### config.mk
export PLATFORM = sky130hd
export DESIGN_NAME = temp_scan_sched
export DESIGN_NICKNAME = d
export VERILOG_FILES = /design/src/rtl/temp_scan_pkg.sv /design/src/rtl/temp_scan_tick.sv /design/src/rtl/temp_scan_sched.sv
export SDC_FILE = /design/constraint.sdc
export NUM_CORES = 1
export LEC_CHECK = 0
export BUFFER_PORTS_ARGS = -buffer_cell sky130_fd_sc_hd__buf_2
export CAP_MARGIN = 20
export CORE_MARGIN = 2
export CORE_UTILIZATION = 50
export DETAILED_ROUTE_END_ITERATION = 10
export MAX_ROUTING_LAYER = met4
export PLACE_DENSITY = 0.81
export SKIP_LAST_GASP = 1
export SLEW_MARGIN = 20
export SYNTH_ARGS = -nofsm -noshare
export SYNTH_HDL_FRONTEND = slang
export SYNTH_HIERARCHICAL = 1
export SYNTH_SLANG_ARGS = --single-unit
### constraint.sdc
create_clock -name clk -period 1.95 [get_ports clk]
set_input_delay 0.4875 -clock clk [delete_from_list [all_inputs] [get_ports clk]]
set_output_delay 0.4875 -clock clk [all_outputs]
set_load 0.01 [all_outputs]
### src/rtl/temp_scan_pkg.sv
// temp_scan_pkg: shared types and constants for the thermistor scan scheduler.
//   state_t    - scheduler FSM states
//   ADC_W      - raw ADC code width
//   TEMP_W     - signed temperature width (degrees C)
//   TEMP_FAULT - temperature reported for a channel whose handshake timed out
package temp_scan_pkg;

  localparam int unsigned ADC_W      = 12;
  localparam int unsigned TEMP_W     = 12;
  localparam int          TEMP_FAULT = 300;

  typedef enum logic [2:0] {
    IDLE,
    WAIT_TICK,
    ADC_REQ,
    ADC_WAIT,
    CONV_START,
    CONV_WAIT,
    STORE
  } state_t;

endpackage

### src/rtl/temp_scan_tick.sv
// temp_scan_tick: SCAN_DIV prescaler that paces channel slot starts.
// Ports:
//   clk, reset (sync, active-high)
//   en     - counter runs while high; cleared and held at 0 while low
//   tick_c - high while the counter sits at SCAN_DIV-1
module temp_scan_tick #(
  parameter int unsigned SCAN_DIV = 50000
) (
  input  logic clk,
  input  logic reset,
  input  logic en,
  output logic tick_c
);

  localparam int unsigned CNT_W = (SCAN_DIV > 1) ? $clog2(SCAN_DIV) : 1;

  logic [CNT_W-1:0] cnt;
  logic             at_top;

  assign at_top = (cnt == CNT_W'(SCAN_DIV - 1));
  assign tick_c = en && at_top;

  // Free-running 0..SCAN_DIV-1 counter with clear on disable
  always_ff @(posedge clk) begin
    if (reset || !en) begin
      cnt <= '0;
    end else if (at_top) begin
      cnt <= '0;
    end else begin
      cnt <= cnt + CNT_W'(1);
    end
  end

endmodule

### src/rtl/temp_scan_sched.sv
// temp_scan_sched: round-robin thermistor scan scheduler. Time-shares one SPI
// ADC and one code-to-temperature converter among N_CH channels: per slot it
// takes 2^AVG_LOG2 samples, averages them, converts once and latches the
// signed result plus an over-temperature flag for that channel.
// Optional build macro TEMP_SCAN_TIMEOUT_EN: bounds every ADC / converter wait
// by TIMEOUT cycles, reports TEMP_FAULT with overtemp set on expiry, and adds
// the sticky per-channel fault output.
// Ports:
//   clk, reset (sync, active-high), scan_en
//   adc_req/adc_ch   -> ADC request (held until adc_ack), channel select
//   adc_ack/adc_data <- one-cycle ack with raw 12-bit code
//   conv_start/conv_code -> one-cycle start, averaged code held until done
//   conv_done/conv_temp  <- one-cycle done with signed temperature
//   temp_out   - packed results, channel c at [12c+11:12c]
//   temp_valid - channel has a result since reset
//   overtemp   - latest result of channel >= TEMP_MAX
//   fault      - (optional) sticky handshake timeout per channel
//   busy       - a slot is in progress
module temp_scan_sched
  import temp_scan_pkg::*;
#(
  parameter int unsigned N_CH     = 2,
  parameter int unsigned AVG_LOG2 = 2,
  parameter int unsigned SCAN_DIV = 50000,
`ifdef TEMP_SCAN_TIMEOUT_EN
  parameter int unsigned TIMEOUT  = 1024,
`endif
  parameter int          TEMP_MAX = 280
) (
  input  logic                                   clk,
  input  logic                                   reset,
  input  logic                                   scan_en,
  output logic                                   adc_req,
  output logic [$clog2((N_CH > 1) ? N_CH : 2)-1:0] adc_ch,
  input  logic                                   adc_ack,
  input  logic [ADC_W-1:0]                       adc_data,
  output logic                                   conv_start,
  output logic [ADC_W-1:0]                       conv_code,
  input  logic                                   conv_done,
  input  logic signed [TEMP_W-1:0]               conv_temp,
  output logic [TEMP_W*N_CH-1:0]                 temp_out,
  output logic [N_CH-1:0]                        temp_valid,
  output logic [N_CH-1:0]                        overtemp,
`ifdef TEMP_SCAN_TIMEOUT_EN
  output logic [N_CH-1:0]                        fault,
`endif
  output logic                                   busy
);

  localparam int unsigned CH_W  = $clog2((N_CH > 1) ? N_CH : 2);
  localparam int unsigned ACC_W = ADC_W + AVG_LOG2;
  localparam int unsigned CNT_W = AVG_LOG2 + 1;
  localparam int unsigned NSAMP = 1 << AVG_LOG2;
  localparam logic signed [TEMP_W-1:0] TEMP_MAX_S = TEMP_W'(TEMP_MAX);

  state_t                   state, state_nxt;
  logic [CH_W-1:0]          ch, ch_nxt, ch_adv, adc_ch_nxt;
  logic [ACC_W-1:0]         acc, acc_nxt;
  logic [CNT_W-1:0]         cnt, cnt_nxt, cnt_inc;
  logic signed [TEMP_W-1:0] temp_lat, temp_lat_nxt;
  logic                     adc_req_nxt, conv_start_nxt, busy_nxt;
  logic [ADC_W-1:0]         conv_code_nxt;
  logic [TEMP_W*N_CH-1:0]   temp_out_nxt;
  logic [N_CH-1:0]          temp_valid_nxt, overtemp_nxt;
  logic                     tick_c;

`ifdef TEMP_SCAN_TIMEOUT_EN
  localparam int unsigned TO_W = $clog2(TIMEOUT + 1);
  logic [TO_W-1:0] to_cnt, to_cnt_nxt;
  logic [N_CH-1:0] fault_nxt;
  logic            to_hit;
  logic            abandon;

  assign to_hit = (to_cnt == TO_W'(TIMEOUT - 1));
`endif

  // Slot pacing
  temp_scan_tick #(
    .SCAN_DIV (SCAN_DIV)
  ) u_tick (
    .clk    (clk),
    .reset  (reset),
    .en     (scan_en),
    .tick_c (tick_c)
  );

  assign ch_adv  = (ch == CH_W'(N_CH - 1)) ? '0 : ch + CH_W'(1);
  assign cnt_inc = cnt + CNT_W'(1);

  // Next-state and next-output logic
  always_comb begin
    state_nxt      = state;
    ch_nxt         = ch;
    acc_nxt        = acc;
    cnt_nxt        = cnt;
    temp_lat_nxt   = temp_lat;
    adc_req_nxt    = adc_req;
    adc_ch_nxt     = adc_ch;
    conv_start_nxt = 1'b0;
    conv_code_nxt  = conv_code;
    temp_out_nxt   = temp_out;
    temp_valid_nxt = temp_valid;
    overtemp_nxt   = overtemp;
`ifdef TEMP_SCAN_TIMEOUT_EN
    fault_nxt      = fault;
    to_cnt_nxt     = '0;
    abandon        = 1'b0;
`endif

    case (state)
      IDLE: begin
        if (scan_en) state_nxt = WAIT_TICK;
      end
      WAIT_TICK: begin
        if (!scan_en)    state_nxt = IDLE;
        else if (tick_c) state_nxt = ADC_REQ;
      end
      ADC_REQ: begin
        adc_req_nxt = 1'b1;
        adc_ch_nxt  = ch;
        state_nxt   = ADC_WAIT;
      end
      ADC_WAIT: begin
        if (adc_ack) begin
          adc_req_nxt = 1'b0;
          acc_nxt     = acc + ACC_W'(adc_data);
          cnt_nxt     = cnt_inc;
          state_nxt   = (cnt_inc == CNT_W'(NSAMP)) ? CONV_START : ADC_REQ;
        end
`ifdef TEMP_SCAN_TIMEOUT_EN
        else if (to_hit) begin
          abandon = 1'b1;
        end
`endif
      end
      CONV_START: begin
        conv_code_nxt  = ADC_W'(acc >> AVG_LOG2);
        conv_start_nxt = 1'b1;
        state_nxt      = CONV_WAIT;
      end
      CONV_WAIT: begin
        if (conv_done) begin
          temp_lat_nxt = conv_temp;
          state_nxt    = STORE;
        end
`ifdef TEMP_SCAN_TIMEOUT_EN
        else if (to_hit) begin
          abandon = 1'b1;
        end
`endif
      end
      STORE: begin
        for (int unsigned i = 0; i < N_CH; i++) begin
          if (ch == CH_W'(i)) begin
            temp_out_nxt[i*TEMP_W +: TEMP_W] = temp_lat;
            temp_valid_nxt[i]                = 1'b1;
            overtemp_nxt[i]                  = (temp_lat >= TEMP_MAX_S);
          end
        end
        acc_nxt   = '0;
        cnt_nxt   = '0;
        ch_nxt    = ch_adv;
        state_nxt = WAIT_TICK;
      end
      default: state_nxt = IDLE;
    endcase

`ifdef TEMP_SCAN_TIMEOUT_EN
    // Timed-out slot: report a hot fault value so the heater is forced off
    if (abandon) begin
      for (int unsigned i = 0; i < N_CH; i++) begin
        if (ch == CH_W'(i)) begin
          temp_out_nxt[i*TEMP_W +: TEMP_W] = TEMP_W'(TEMP_FAULT);
          temp_valid_nxt[i]                = 1'b0;
          overtemp_nxt[i]                  = 1'b1;
          fault_nxt[i]                     = 1'b1;
        end
      end
      adc_req_nxt = 1'b0;
      acc_nxt     = '0;
      cnt_nxt     = '0;
      ch_nxt      = ch_adv;
      state_nxt   = WAIT_TICK;
    end

    // Wait-cycle counter restarts whenever a wait state is (re)entered
    if ((state == ADC_WAIT || state == CONV_WAIT) && state_nxt == state) begin
      to_cnt_nxt = to_cnt + TO_W'(1);
    end
`endif

    busy_nxt = (state_nxt != IDLE) && (state_nxt != WAIT_TICK);
  end

  // State and output registers
  always_ff @(posedge clk) begin
    if (reset) begin
      state      <= IDLE;
      ch         <= '0;
      acc        <= '0;
      cnt        <= '0;
      temp_lat   <= '0;
      adc_req    <= 1'b0;
      adc_ch     <= '0;
      conv_start <= 1'b0;
      conv_code  <= '0;
      temp_out   <= '0;
      temp_valid <= '0;
      overtemp   <= '0;
      busy       <= 1'b0;
`ifdef TEMP_SCAN_TIMEOUT_EN
      fault      <= '0;
      to_cnt     <= '0;
`endif
    end else begin
      state      <= state_nxt;
      ch         <= ch_nxt;
      acc        <= acc_nxt;
      cnt        <= cnt_nxt;
      temp_lat   <= temp_lat_nxt;
      adc_req    <= adc_req_nxt;
      adc_ch     <= adc_ch_nxt;
      conv_start <= conv_start_nxt;
      conv_code  <= conv_code_nxt;
      temp_out   <= temp_out_nxt;
      temp_valid <= temp_valid_nxt;
      overtemp   <= overtemp_nxt;
      busy       <= busy_nxt;
`ifdef TEMP_SCAN_TIMEOUT_EN
      fault      <= fault_nxt;
      to_cnt     <= to_cnt_nxt;
`endif
    end
  end

endmodule

==> flow_summary.ini <==
[status]
status = complete, no violations

[global_route]
grt_pass1_wl_mm = 15.8
grt_max_degree = 65
grt_pass1_vias = 3509
grt_use_total = 0.229
antenna_found_initial = 0
grt-ovfl-total = 0

[clock_network]
cts_buffers = 9
cts_tree = yes
cts-root-buf = clkbuf_8
cts_htree_levels = 3
clock_latency_ns = 0.37
clock_path_buffers = 2
cts_num_sinks = 93
clk_pin_slew_ns = 0.11

[detailed_routing]
drc = 0
drt_iter0_drc = 161
dr.pass1.iters = 4
vias_per_cell = 5.41
vias = 3665
wirelength_mm = 9.71
ant_nets = 0
wl_per_cell_um = 14.3

[synth]
async_flop_share = 0
synth.avg_cell_area_sq_um = 8.58
synth_seq_area_share = 0.449
synth_edf_count = 0
ys.warnings.count = 6
yosys_register_bits = 93
syn_area_sq_um = 4140
ys_types = 59
syn_inst = 483
synth_area_leaders = dfxtp_1 (45%), nand2_1 (8.9%), a21oi_1 (7.1%)
synth_top_area_cell = dfxtp_1
synth_ff_type = dfxtp_1
synth.net_count = 528
netlist.area_leader.share = 0.449

[timing]
fmax_mhz = 543
relSlewSlack = 0.566
post-route-min-period_ns = 1.84
final.setup.tns_ns = 0
skew_ns = 0.0142
finalSetupViolCount = 0
rsz0062_at_grt = true
finalMaxSlewViolations = 0
hold_violations = 0
final.period_utilization = 0.944
worstMarginPinSlew_ns = 0.650

[placed_design]
numPortBuffers = 72
gp_congestion = 0.888
dp_hpwl_mm = 6.81

[power_and_ir_drop]
peakVddDrop_v = 0.000404
p_per_area_nw_per_um2 = 694
p_leak_uw = 0.00200

[critical_path]
critical_path.slowest_cell = or3_1
cp-start-kind = flip-flop
slowest_delay_ns = 0.35
critPathMaxFanout = 3
required_ns = 2.20
arrival_ns = 2.09
critPathKind = flip-flop to flip-flop
critPathCaptureType = flip-flop
worstPathCellList = ha_1 -> inv_1 -> fa_2 -> nor2b_4 -> o31a_1 -> or3_1 -> a32oi_1 -> nor2_1

[layout]
fin_nets = 613
final_common_cell = nand2_1
diodes = 0
drive_gt1_frac = 0.234
fin_util = 0.608
final_cell_mix = nand2_1 (98), dfxtp_1 (91), buf_2 (72), a21oi_1 (58), nor2_1 (42)
area.growth.synth_to_final_pct = 19.3

[worst_hold_path]
hold_path.class = primary input to flip-flop

[die]
dieArea_sq_um = 9030
die_w_um = 95.0
die_height_um = 95.0
ioPinCount = 73
initial_core_util = 0.509
core-area_sq_um = 8130
rows = 33

[run]
maxCapViolations = 0
stage by stage:
step                      cell area, sq um  total power, uW  setup slack, ns  hold WS (ns)  cells
after detailed placement              4700             2100           -0.163         0.445    661
final                                 4940             3430            0.110         0.343    678
after global placement                4700             2090           -0.142         0.439    661
after global routing                  4940             3530          -0.0113         0.334    678
after floorplan                       4150             2030          0.00354         0.430    483
after CTS                             4910             3460          0.00769         0.331    677
where the power goes:
part           internal (uW)  switching [uW]  total [uW]
Sequential              1900            3.83        1900
Clock                    624             756        1380
Combinational           65.3            83.2         148
cells in the mapped netlist (5+ instances only):
cell type,number
nand4_1,5
a22o_1,13
nor4_1,6
o21ai_0,10
nand2_1,98
nor3_1,6
nand3_1,11
xnor2_1,15
a21oi_1,59
ha_1,15
dfxtp_1,93
clkbuf_1,10
and3_1,5
nor2_1,42
or3_1,6
inv_1,9
buf_4,7
per-layer routing:
layer,vias to the layer above,share of wire,global-route usage
li1,1847,-,-
met1,1703,0.47,0.286
met2,98,0.46,0.363
met3,17,0.045,0.0340
met4,0,0.024,0.115
met5,-,0,-
kinds of logic after synthesis:
logic type	share of synthesized area
AND/OR/NAND/NOR	0.233
AO/OA/AOI/OAI	0.180
flip-flops	0.449
buffers and inverters	0.0402
XOR/XNOR	0.0402
adder cells (fa/ha/maj)	0.0501
multiplexers	0.00725
worst paths after layout:
check                            from                       end  slack, ns  depth (start not counted)
max               acc[0]$_SDFFE_PP0P_       acc[6]$_SDFFE_PP0P_       0.11                          8
min                      conv_temp[4]  temp_lat[4]$_SDFFE_PP0P_       0.34                          3
max reg2reg       acc[0]$_SDFFE_PP0P_       acc[6]$_SDFFE_PP0P_       0.11                          8
min reg2reg  u_tick/cnt[0]$_SDFF_PP0_  u_tick/cnt[0]$_SDFF_PP0_       0.44                          1
sequential cells by signal, summed over array words and instances, names as in the netlist, 2 cells and up:
signal      flops
overtemp        2
temp_lat       12
cnt             3
conv_code      12
state           3
u_tick/cnt     16
temp_valid      2
temp_out       24
acc            14
cell type report:
| cell class | count | area, sq um |
|---|---|---|
| Fill cell | 696 | 3190 |
| Multi-Input combinational cell | 358 | 2140 |
| Sequential cell | 93 | 1860 |
| Timing Repair Buffer | 97 | 561 |
| Tap cell | 105 | 131 |
| Clock buffer | 9 | 124 |
| Clock inverter | 7 | 91.3 |
| Inverter | 9 | 33.8 |
repair_timing:
item,4_1_cts,5_1_grt
buffers inserted,0,1
setup endpoints to repair,0,3
gates resized for setup,0,7
hold buffers,0,0
critical path, delay by kind of cell, from the launching register on:
kind / cells / cell delay (ns)
adder cells (fa/ha/maj): 2 / 0.42
buffers and inverters: 1 / 0.07
AND/OR/NAND/NOR: 3 / 0.45
AO/OA/AOI/OAI: 2 / 0.46
flip-flops: 1 / 0.33
Note: power is estimated with default switching activity, not from simulation.
